$ cat src/rtl/ready_valid_pkg.sv
// Shared constants and helpers for the ready/valid FIFO.
package ready_valid_pkg;

    localparam int RV_FIFO_MIN_DEPTH = 2;

    function automatic int rv_ptr_width(input int depth);
        return $clog2(depth);
    endfunction

endpackage

$ cat src/rtl/ready_valid_fifo_mem.sv
// DEPTH x DATA_WIDTH register array: synchronous write, combinational read, no reset.
module ready_valid_fifo_mem
    import ready_valid_pkg::*;
#(
    parameter int DATA_WIDTH = 32,
    parameter int DEPTH      = 4
) (
    input  logic                             clk,
    input  logic                             we,
    input  logic [rv_ptr_width(DEPTH)-1:0]   waddr,
    input  logic [DATA_WIDTH-1:0]            wdata,
    input  logic [rv_ptr_width(DEPTH)-1:0]   raddr,
    output logic [DATA_WIDTH-1:0]            rdata
);

    logic [DATA_WIDTH-1:0] mem [DEPTH];

    always_ff @(posedge clk) begin
        if (we) mem[waddr] <= wdata;
    end

    assign rdata = mem[raddr];

endmodule

$ cat src/rtl/ready_valid_fifo.sv
// Ready/valid FIFO with registered in_ready; optional empty-path bypass
// enabled by defining READY_VALID_FIFO_BYPASS_EN.
module ready_valid_fifo
    import ready_valid_pkg::*;
#(
    parameter int DATA_WIDTH = 32,
    parameter int DEPTH      = 4
) (
    input  logic                      clk,
    input  logic                      rst_n,
    input  logic [DATA_WIDTH-1:0]     in_data,
    input  logic                      in_valid,
    output logic                      in_ready,
    output logic [DATA_WIDTH-1:0]     out_data,
    output logic                      out_valid,
    input  logic                      out_ready,
    output logic [$clog2(DEPTH):0]    level
);

    localparam int PTR_W = rv_ptr_width(DEPTH);

    typedef logic [PTR_W-1:0]      ptr_t;
    typedef logic [PTR_W:0]        count_t;
    typedef logic [DATA_WIDTH-1:0] data_t;

    localparam count_t DEPTH_C = count_t'(DEPTH);

    if (DEPTH < RV_FIFO_MIN_DEPTH || (DEPTH & (DEPTH - 1)) != 0) begin : g_bad_depth
        $error("ready_valid_fifo: DEPTH must be a power of two and >= 2");
    end

    ptr_t   wr_ptr, rd_ptr;
    count_t count, count_next;
    data_t  mem_rdata;
    logic   empty, push_hs, bypass, wr_en, pop;

    assign empty   = (count == '0);
    assign push_hs = in_valid && in_ready;

`ifdef READY_VALID_FIFO_BYPASS_EN
    // An empty FIFO with a ready consumer hands the beat straight across.
    assign bypass    = empty && push_hs && out_ready;
    assign out_valid = empty ? push_hs : 1'b1;
    assign out_data  = empty ? in_data : mem_rdata;
`else
    assign bypass    = 1'b0;
    assign out_valid = !empty;
    assign out_data  = mem_rdata;
`endif

    assign wr_en = push_hs && !bypass;
    assign pop   = !empty && out_ready;

    always_comb begin
        count_next = count;
        if (wr_en && !pop)      count_next = count + count_t'(1);
        else if (!wr_en && pop) count_next = count - count_t'(1);
    end

    // in_ready comes from next-state count so it never sees out_ready combinationally.
    always_ff @(posedge clk or negedge rst_n) begin
        if (!rst_n) begin
            wr_ptr   <= '0;
            rd_ptr   <= '0;
            count    <= '0;
            in_ready <= 1'b0;
        end else begin
            if (wr_en) wr_ptr <= wr_ptr + ptr_t'(1);
            if (pop)   rd_ptr <= rd_ptr + ptr_t'(1);
            count    <= count_next;
            in_ready <= (count_next != DEPTH_C);
        end
    end

    assign level = count;

    ready_valid_fifo_mem #(
        .DATA_WIDTH (DATA_WIDTH),
        .DEPTH      (DEPTH)
    ) u_mem (
        .clk   (clk),
        .we    (wr_en),
        .waddr (wr_ptr),
        .wdata (in_data),
        .raddr (rd_ptr),
        .rdata (mem_rdata)
    );

endmodule
$ cat config.mk
export PLATFORM = sky130hd
export DESIGN_NAME = ready_valid_fifo
export DESIGN_NICKNAME = d
export VERILOG_FILES = /design/src/rtl/ready_valid_pkg.sv /design/src/rtl/ready_valid_fifo_mem.sv /design/src/rtl/ready_valid_fifo.sv
export SDC_FILE = /design/constraint.sdc
export NUM_CORES = 1
export LEC_CHECK = 0
export BUFFER_PORTS_ARGS = -buffer_cell sky130_fd_sc_hd__clkbuf_2
export CAP_MARGIN = 20
export CORE_UTILIZATION = 55
export CTS_BUF_LIST = sky130_fd_sc_hd__clkbuf_4 sky130_fd_sc_hd__clkbuf_8 sky130_fd_sc_hd__clkbuf_16
export DETAILED_ROUTE_END_ITERATION = 12
export PLACE_DENSITY = 0.78
export SYNTH_ARGS = -nofsm -noshare
export SYNTH_HDL_FRONTEND = slang
export SYNTH_SLANG_ARGS = --single-unit
$ cat constraint.sdc
create_clock -name clk -period 1.79 [get_ports clk]
set_input_delay 0.0895 -clock clk [delete_from_list [all_inputs] [get_ports clk]]
set_output_delay 0.0895 -clock clk [all_outputs]
set_load 0.05 [all_outputs]
# After elaboration in Yosys (flattened, before gate mapping)
# Memory sizes are Yosys's and may differ from the RTL's.
# Cells that the tools add are included.
# totals
ff_bits	8
ramBits	128
inputBits	36
output_inout_bits	37
mem_count	1
# op_classes
addsub	4
eq_ne	1
n_mux	4
reduce_logical	8
# memory_table
memory	words	width	read_ports	rd_ports_with_merged_regs	write_ports	line_no	source
u_mem.mem	4	32	1	0	1	ready_valid_fifo_mem.sv:16	logic [DATA_WIDTH-1:0] mem [DEPTH];
# ops
operator	count
2-to-1 mux 3 bit	2
adder 2 x 1 -> 2 bit (second input constant)	2
logical AND 1 bit	4
adder 3 x 1 -> 3 bit (second input constant)	1
zero test 1 bit	3
zero test 3 bit	1
!= test 3 bit (second input constant)	1
subtractor 3 x 1 -> 3 bit (second input constant)	1
2-to-1 mux 1 bit	2

# Logic depth before layout (Yosys ltp)
# depth
depth_word	7
mapped_depth	6
mapped_depth_nobuf	6

# Hierarchy
# A second synthesis with hierarchy kept.
# unflattened
hier_cells	215
area_unflattened_um2	5159.9
# by_module_without_submodules
mod	n_inst	cells_each	area_each_um2
ready_valid_fifo_mem	1	171	4689.5
ready_valid_fifo	1	44	470.5

# Worst setup path before layout
# Ideal clock, no wire load.
# synth_path
kind	register -> register
start	register count[0] (netlist: level[0])
end	register in_ready
arrival_time_ns	1.752
path_slack_ns	-0.089
path_stages_with_launch	7
period_less_slack_ns	1.879
path_cell_list	dfrtp_1 -> inv_1 -> ha_1 -> nand2b_4 -> and3_4 -> and3_4 -> o31ai_2
# synth_via
elab_chain_cells	7
word_cells_on_any_way	11
classes_between	2 x add/sub; 1 x eq/ne; 2 x mux; 6 x reduce/logical
# synth_lines
element	line_no	source
start: declaration	ready_valid_fifo.sv:33	count_t count, count_next;
start signal: assignment	ready_valid_fifo.sv:70	count <= count_next;
zero test 3 bit (*)	ready_valid_fifo.sv:37	assign empty = (count == '0);
zero test 1 bit (*)	--	
net out_valid	ready_valid_fifo.sv:15	output logic out_valid,
logical AND 1 bit (*)	ready_valid_fifo.sv:52	assign pop = !empty && out_ready;
logical AND 1 bit / zero test 1 bit (equally long branches)	ready_valid_fifo.sv:57, ready_valid_fifo.sv:56	
2-to-1 mux 3 bit / logical AND 1 bit (equally long branches)	ready_valid_fifo.sv:57, ready_valid_fifo.sv:56	
2-to-1 mux 3 bit (*)	ready_valid_fifo.sv:56	if (wr_en && !pop) count_next = count + count_t'(1);
!= test 3 bit (*)	ready_valid_fifo.sv:71	in_ready <= (count_next != DEPTH_C);
end signal: assignment	ready_valid_fifo.sv:71	
end: declaration	ready_valid_fifo.sv:13	output logic in_ready,
# Mark *: on every way through the listed nets, which the timed path passes. The rest lies on a longest branch.
# A chain may end at the register's enable or synchronous reset.

# Final worst setup path
# layout_path
start	register rd_ptr[0]
end	output out_data[22]
# layout_via
elab_chain_cells	1
# layout_lines
element	line_no	source
start: declaration	ready_valid_fifo.sv:32	ptr_t wr_ptr, rd_ptr;
start signal: assignment	ready_valid_fifo.sv:69	if (pop) rd_ptr <= rd_ptr + ptr_t'(1);
memory read (4 x 32 bit)	--	
end: declaration	ready_valid_fifo.sv:14	output logic [DATA_WIDTH-1:0] out_data,
# Every way passes these cells.

==> impl_results.md <==
- Comb pwr share: 45.5%
- Crit path launch type: register
- Reg2reg end: in_ready
- Routed wire length: 10.35 mm
- CP Capture Type: primary output
- RSZ-0062 raised after global routing: true
- Clock Pin Slew Worst Setup and Hold Paths: 0.06 ns
- Required time worst endpoint: 1.70 ns
- Final GP Congestion: 0.8017
- FF+latch area: 4049 sq um
- Tmin final: 2.009 ns
- Cells after Synth: 217
- Post-layout util: 78.02%
- Die Y: 98.97 microns
- CTS max path bufs: 2
- Vias in the first global route: 2901
- Max-slew violation count: 0
- Clock sink total: 136
- Initial core utilization: 56.50%
- Yosys top cell by area: edfxtp_1
- Critical Path End: out_data[22]
- Synthesized area per cell: 23.83 sq um
- Hold slack: 0.3342 ns
- Die area: 9794 sq um
- Peak VDD IR: 1202 uV
- Global-route wire length before repair: 15.74 mm
- Max Fclk: 497.8 MHz
- Area of the multi-input gates: 1062 sq um
- Worst setup margin: -0.2188 ns
- I/O pin cnt: 73
- Fin. Hold Viols: 0
- Final ANT Viol Nets: 0
- Reg-to-reg setup timing slack: 0.11 ns
- PwrDens: 1957 nW/um^2
- Static Leak: 2.596 nW
- Layout fillers: 478
- Sequential power share: 31.7%
- Outcome: finished with violations
- Clock Power Share: 22.8%
- Hold crit path type: in -> reg
- Root buf cell: clkbuf_8
- Switching fraction of total power: 37.54%
- Total inserted antenna cells: 0
- Placement Setup Slack: 0.1120 ns
- IO buf count: 72
- Final HPWL DP: 5.544 mm
- Max FO, Critical Path: 5
- Largest net degree at the start of global routing: 21
- Switching power: 5.247 mW
- Rel. slew slack: 75.69%
- Total CTS buffers: 17
- GRT Resource Usage Total: 22.97%
- Internal power: 8.731 mW
- Final setup vio count: 32
- Post-Synthesis Cell Area: 5171 sq um
- Synth Warn #: 0
- Tot Pwr: 13.98 mW
- Number of DRC markers in iteration 0: 158
- Vias/cell: 5.552
- Slew @ Worst Pin: 0.3634 ns
- CTS tree: built
- WS Path Type: reg -> out
- # Max-Cap Violations: 0
- Failing checks: negative setup slack
- Share of cells above drive strength 1: 47.15%
- Sequential share of the synthesized area: 78.20%
- CP arrival: 1.92 ns
- Post-DR wirelength/cell: 21.55 microns
- Setup tns final: -5.838 ns
- Gr ovfl total: 0
- Die W: 98.97 microns
- Row count: 35
- Synth unique cells: 28
- Worst R2R Start: level[0]
- Skew-Pair Late Insertion Delay: 0.52 ns
- Router iterations before antenna repair: 5
- Clock Skews: 0.006646 ns
- Final net count: 399
- Net count after synthesis: 260
- Via count: 2665
- H-tree depth: 4
- Antenna violations before repair: 0
- Synth top area share: 74.33%
- # DRC: 0
- #FFs+latches synth: 136
- Area grow syn2layout: 38.08%
- Critical Path Source: rd_ptr[0]
- Final period utilization: 112.2%
- Reg2Reg Depth: 6
- Synth area leaders: edfxtp_1, mux4_2, dfrtp_1
- Core Region: 9153 sq um
-- synthesized netlist by cell type, drive strengths merged --
master,instances
o31ai,2
buf,7
nor4,1
o211ai,1
inv,4
nand2,2
mux2,3
a21bo,1
ha,7
clkbuf,1
nand3,3
edfxtp,128
nor3b,1
dfrtp,8
nor2,2
mux4,32
nand2b,2
a21oi,1
xnor2,4
and3,6
mux2i,1
-- final cells by class --
class	count	area share, %
clock buffers	17	5.800
clock inverters	15	1.840
inverters	4	0.2103
multi-input cells	69	14.88
flip-flops and latches	136	56.70
well taps	111	1.945
repair buffers	128	18.63
-- metal layers --
| layer | vias up | wire length [microns] | track usage [%] |
|---|---|---|---|
| met1 | 1362 | 3943 | 27.57 |
| met4 | 0 | 128 | 8.152 |
| met5 | - | 0 | 0 |
| li1 | 1199 | - | - |
| met3 | 10 | 523 | 5.957 |
| met2 | 94 | 5749 | 40.40 |
-- stage by stage --
step,std cells,area (sq um)
6_report,480,7141
3_3_place_gp,405,5804
5_1_grt,480,7141
2_1_floorplan,217,5174
4_1_cts,480,7078
3_5_place_dp,405,5804
-- power by group through the flow --
stage	Sequential, mW	Clock, mW	Combinational [mW]
after CTS	4.41	3.20	6.04
after floorplan	4.51	0	3.65
after detailed placement	4.50	0	4.89
after global routing	4.49	3.37	6.61
after global placement	4.45	0	4.84
final	4.44	3.18	6.36
-- sequential cells by signal, summed over array words and instances (netlist names) --
| register | cells |
|---|---|
| wr_ptr | 2 |
| rd_ptr | 2 |
| level | 3 |
| in_ready | 1 |
| u_mem.mem | 128 |
-- cell usage in the layout, fill, tap and decap left out, types with 3 or more instances in the layout --
| master | n |
|---|---|
| and3_2 | 4 |
| buf_12 | 7 |
| buf_4 | 8 |
| buf_8 | 21 |
| clkbuf_16 | 18 |
| clkbuf_2 | 39 |
| clkbuf_8 | 12 |
| clkinvlp_4 | 4 |
| dfrtp_1 | 4 |
| dfrtp_2 | 4 |
| dlygate4sd3_1 | 36 |
| edfxtp_1 | 128 |
| ha_1 | 7 |
| inv_1 | 4 |
| inv_6 | 8 |
| mux4_2 | 32 |
| nand3_1 | 3 |
| xnor2_1 | 4 |
-- cells by family (layout without fill, tap and decap cells) --
kind of cell             Yosys count  in the layout  share of synthesized area, %
AND/OR/NAND/NOR                   17             17                         2.299
AO/OA/AOI/OAI                      5              5                        0.8953
XOR/XNOR                           4              4                        0.6774
flip-flops                       136            136                         78.20
buffers and inverters             12            164                         1.379
adder cells (fa/ha/maj)            7              7                         1.694
multiplexers                      36             36                         14.86
-- critical path, cell delays in order (launching register included) --
cell and delay (ns):
dfrtp_2 0.40, buf_6 0.15, clkbuf_16 0.16, mux4_2 0.52
buf_8 0.17
-- worst min path at each step --
stage | startpoint | endpoint | slack, ns | depth (start not counted)
after floorplan | rst_n | in_ready | -0.21 | 0
after global placement | rst_n | level[1] | -0.06 | 1
after detailed placement | rst_n | level[1] | -0.05 | 1
after CTS | in_data[22] | u_mem.mem[2][22] | 0.31 | 2
after global routing | in_data[11] | u_mem.mem[0][11] | 0.32 | 2
final | in_data[25] | u_mem.mem[2][25] | 0.33 | 2
-- what timing repair did --
item	in CTS	in global routing
hold endpoints to repair	139	0
setup endpoints to repair	32	34
cloned	1	2
hold buffers	36	0
setup buffers	6	0
resized for setup	69	26
Power figures use the tool's default switching activity.
